## config.mk

```make
export PLATFORM = sky130hd
export DESIGN_NAME = bram_sp_responder
export DESIGN_NICKNAME = d
export VERILOG_FILES = /design/src/rtl/bram_sp_responder.sv
export SDC_FILE = /design/constraint.sdc
export NUM_CORES = 1
export LEC_CHECK = 0
export ABC_AREA = 1
export CAP_MARGIN = 10
export CORE_MARGIN = 2
export CORE_UTILIZATION = 40
export CTS_CLUSTER_DIAMETER = 50
export CTS_CLUSTER_SIZE = 16
export DETAILED_ROUTE_END_ITERATION = 16
export SKIP_CTS_REPAIR_TIMING = 1
export SLEW_MARGIN = 20
export SYNTH_ARGS = -nofsm -noshare
export SYNTH_HDL_FRONTEND = slang
export SYNTH_SLANG_ARGS = --single-unit
export TNS_END_PERCENT = 10
```

## constraint.sdc

```tcl
create_clock -name clk -period 2.2 [get_ports clk]
set_input_delay 0.22 -clock clk [delete_from_list [all_inputs] [get_ports clk]]
set_output_delay 0.22 -clock clk [all_outputs]
set_load 0.02 [all_outputs]
```

## src/rtl/bram_sp_responder.sv

```systemverilog
// rtl/bram_sp_responder.sv - single-port block-RAM responder with clear sequence, read latency and collision modes
module bram_sp_responder #(
  parameter int ADDR_W = 4,
  parameter int DATA_W = 16,
  parameter int READ_LATENCY = 1,
  parameter int WRITE_MODE = 0,
  parameter logic [DATA_W-1:0] INIT_VALUE = 16'h0000
) (
  input  logic              clk,
  input  logic              rst,
  input  logic              ena,
  input  logic              wea,
  input  logic [ADDR_W-1:0] addra,
  input  logic [DATA_W-1:0] dina,
  output logic [DATA_W-1:0] douta,
  output logic              rd_valid,
  output logic              busy,
  output logic [ADDR_W:0]   wr_count
);

  localparam int DEPTH = 1 << ADDR_W;
  localparam logic [ADDR_W-1:0] LAST_PTR = {ADDR_W{1'b1}};
  localparam logic [ADDR_W:0] WR_MAX = {(ADDR_W+1){1'b1}};

  typedef enum logic {ST_CLEAR, ST_READY} state_t;

  state_t              state_q, state_d;
  logic [ADDR_W-1:0]   ptr_q, ptr_d;
  logic [DATA_W-1:0]   mem_q [DEPTH];

  logic                acc;
  logic                mem_we;
  logic [ADDR_W-1:0]   mem_waddr;
  logic [DATA_W-1:0]   mem_wdata;

  logic                s1_valid;
  logic [DATA_W-1:0]   s1_data;
  logic                out_valid;
  logic [DATA_W-1:0]   out_data;

  logic                p_valid_q, p_valid_d;
  logic [DATA_W-1:0]   p_data_q, p_data_d;
  logic [DATA_W-1:0]   douta_q, douta_d;
  logic                rd_valid_q, rd_valid_d;
  logic [ADDR_W:0]     wr_count_q, wr_count_d;

  // State register: reset restarts the clear sweep from location 0
  always_ff @(posedge clk) begin
    if (rst) begin
      state_q <= ST_CLEAR;
      ptr_q   <= '0;
    end else begin
      state_q <= state_d;
      ptr_q   <= ptr_d;
    end
  end

  // Next state: walk the clear pointer once over the whole array, then stay ready
  always_comb begin
    state_d = state_q;
    ptr_d   = ptr_q;
    if (state_q == ST_CLEAR) begin
      ptr_d = ptr_q + ADDR_W'(1);
      if (ptr_q == LAST_PTR) begin
        state_d = ST_READY;
      end
    end
  end

  // FSM outputs: busy flag, access acceptance and the single memory write port
  always_comb begin
    busy      = (state_q == ST_CLEAR);
    acc       = !rst && (state_q == ST_READY) && ena;
    mem_we    = !rst && ((state_q == ST_CLEAR) || (acc && wea));
    mem_waddr = (state_q == ST_CLEAR) ? ptr_q : addra;
    mem_wdata = (state_q == ST_CLEAR) ? INIT_VALUE : dina;
  end

  // Memory array; reset never writes it, only the clear sweep does
  always_ff @(posedge clk) begin
    if (mem_we) begin
      mem_q[mem_waddr] <= mem_wdata;
    end
  end

  // Read path: pick the word returned for this access and route it through 1 or 2 stages
  always_comb begin
    s1_data  = mem_q[addra];
    s1_valid = acc;
    if (acc && wea) begin
      if (WRITE_MODE == 1) begin
        s1_data = dina;
      end else if (WRITE_MODE == 2) begin
        s1_valid = 1'b0;
      end
    end

    p_valid_d = s1_valid;
    p_data_d  = s1_valid ? s1_data : p_data_q;

    if (READ_LATENCY == 2) begin
      out_valid = p_valid_q;
      out_data  = p_data_q;
    end else begin
      out_valid = s1_valid;
      out_data  = s1_data;
    end

    rd_valid_d = out_valid;
    douta_d    = out_valid ? out_data : douta_q;

    wr_count_d = wr_count_q;
    if (acc && wea && (wr_count_q != WR_MAX)) begin
      wr_count_d = wr_count_q + (ADDR_W+1)'(1);
    end
  end

  // Output and pipeline registers; reset flushes anything in flight
  always_ff @(posedge clk) begin
    if (rst) begin
      p_valid_q  <= 1'b0;
      p_data_q   <= '0;
      douta_q    <= '0;
      rd_valid_q <= 1'b0;
      wr_count_q <= '0;
    end else begin
      p_valid_q  <= p_valid_d;
      p_data_q   <= p_data_d;
      douta_q    <= douta_d;
      rd_valid_q <= rd_valid_d;
      wr_count_q <= wr_count_d;
    end
  end

  assign douta    = douta_q;
  assign rd_valid = rd_valid_q;
  assign wr_count = wr_count_q;

endmodule

```

==> run metrics <==
diode count=0; Yosys cell types=26; slowest stage delay, CP=0.67 ns; Post-Layout Cell Count=1695; Required @ worst endpoint=1.98 ns; Boundary Pins=47; Setup crit start=state_q; Avg Vias per Cell=4.850; area growth from synthesis to layout=17.06%; DP HPWL=17.89 mm; die area=0.03187 mm^2; GRT overflow=0; Hold Crit Class=in -> reg; htree depth=1; starting density of the core=40.88%; met1 GRT Util=27.37%; crit path cell chain=inv_1 > clkdlybuf4s50_1; TritonCTS clock tree=built; fin nets=1309; syn_nets=1244; Slew HR=48.82%; DR pass1 iterations=5; Core ar.=0.02980 mm^2; # clock sinks=283; M3 GR Usage=2.430%; most used routing layer=met2; area taken by multi-input logic gates=0.002960 mm^2; die width=178.5 um; most frequent cells in the layout=nand2_1 (459), edfxtp_1 (256), nand3_1 (178), inv_1 (174), clkdlybuf4s50_1 (44); initial antenna violation count=0; GRT met2 Usage=29.81%; Mean Syn Cell Area=10.01 um^2; maximum vdd ir drop=0.6347 mV; P_sw=2.632 mW; slack of the critical path=0.2195 ns; CP arrival=1.76 ns; hold path start=wea; Crit path max-delay family=buffers and inverters; Tcrit/Tclk final=90.02%; placed cells=1641; Yosys top cell area share=63.11%; FF+latch area=0.008228 mm^2; gate count of the mapped netlist=1217; setup TNS=0 ns; Port-buffer cells=46; Gate power share=5.1%; CP max FO=6; critical path depth=2; leading cell type in the layout, fill and taps excluded=nand2_1; Slew Limit Fails=0; critical path class=reg -> out; internal power=8.846 mW; first-pass GRT wire length=45.13 mm; sequential fraction of design power=51.0%; Hold Fails Final Rpt=0; yosys warns=0; largest net degree at the start of global routing=97; register area share after synthesis=67.54%; FMAX=504.9 MHz; WP buf/inv=2; sw frac=22.93%; status=complete, no violations; FILL cells=2799; RR Startpoint=state_q; dpl ws=0.1344 ns; total CTS buffers=29; vias in the first global route=8018; Die Y=178.5 um; Slew @ Worst Pin=0.7677 ns; share of post-route cells with drive strength above 1=9.195%; Worst Skew=0.02074 ns; CP startpoint kind=flop; Root Buffer Master=clkbuf_16; Yosys reg bits=283; GP Congestion=0.8062; CP Capture Type=primary output; final wirelength=28.62 mm; post-layout min period=1.981 ns; WHS Path Cells=3; synth top area cells=edfxtp_1 (63%), nand2_1 (14%), nand3_1 (7.3%); Clk pwr share=43.9%; Rows=63; Layout Utilization=47.86%; Yosys top cell by area=edfxtp_1; path depth of the worst reg2reg path=5; DRC=0; DR WL/cell=16.89 um; Syn Std Cell Area=0.01218 mm^2; leakage=6.179 nW; post-route ant nets=0; setup violators final=0; Pwr Density=804.9 mW/mm^2; CP max stage cell=clkdlybuf4s50_1; RSZ-0062 raised after global routing=no; worst skew pair latency=0.56 ns; CTS max path bufs=3; Iter 0 DRT Violations=820; Max-Cap Viols=0; all-layer global routing usage=18.66%; clock-pin slew on the worst setup and hold paths=0.07 ns; DR vias=8220
==> layer usage <==
metal	routed length (um)	vias up	share of wire [%]
li1	-	4054	-
met1	13110	3857	46
met2	12950	273	45
met3	2092	36	7.3
met4	468	0	1.6
met5	0	-	0
==> synthesized netlist by cell type (all sizes together) <==
cell / n
buf: 50
dfxtp: 27
ha: 3
a21oi: 9
clkbuf: 11
nand3b: 1
o21bai: 1
nor3: 3
a31oi: 1
edfxtp: 256
inv: 178
and3: 1
nand2: 461
nand3: 182
o21ai: 7
nor2: 26
==> power by group through the flow <==
stage | Sequential [mW] | Clock [mW] | Combinational, mW
finish | 5.86 | 5.04 | 0.580
global route | 5.86 | 5.33 | 0.646
CTS | 5.86 | 5.14 | 0.582
detailed placement | 5.98 | 0 | 0.577
global placement | 5.97 | 0 | 0.573
floorplan | 5.97 | 0 | 0.382
==> through the flow <==
| stage | hold WS (ns) | power, mW | cell area (um^2) |
|---|---|---|---|
| after floorplan | 0.4457 | 6.355 | 12180 |
| after global placement | 0.4600 | 6.547 | 13270 |
| after detailed placement | 0.4634 | 6.552 | 13270 |
| after CTS | 0.4164 | 11.58 | 14260 |
| after global routing | 0.4851 | 11.84 | 14260 |
| final | 0.4387 | 11.48 | 14260 |
==> layout make-up <==
type                            instances  share of cell area (%)
Sequential cell                       283                   57.70
Multi-Input combinational cell        695                   20.76
Timing Repair Buffer                   95                   6.458
Clock buffer                           34                   5.361
Inverter                              178                   4.703
Tap cell                              390                   3.422
Clock inverter                         20                   1.597
==> path summary, 6_finish.rpt <==
check / endpoint / slack, ns
min reg2reg: wr_count[3] / 0.49
max: busy / 0.22
max reg2reg: mem_q[2][12] / 0.29
min: wr_count[0] / 0.44
==> worst min-delay path: cells and delay by family <==
| family | cells | cell delay (ns) |
|---|---|---|
| simple gates | 1 | 0.18 |
| compound gates | 1 | 0.08 |
| buf+inv | 1 | 0.46 |
==> sequential cells by signal, indices dropped and copies added, names as in the netlist <==
name and count:
ptr_q 4, rd_valid 1, wr_count 5, mem_q 256, douta 16, state_q 1
==> kinds of logic after synthesis <==
group | after synthesis | share of synthesized area (%)
compound gates | 18 | 0.8936
fa+ha+maj | 3 | 0.3082
buf+inv | 239 | 8.238
flops | 283 | 67.54
simple gates | 674 | 23.02
(Power assumes the default switching activity.)
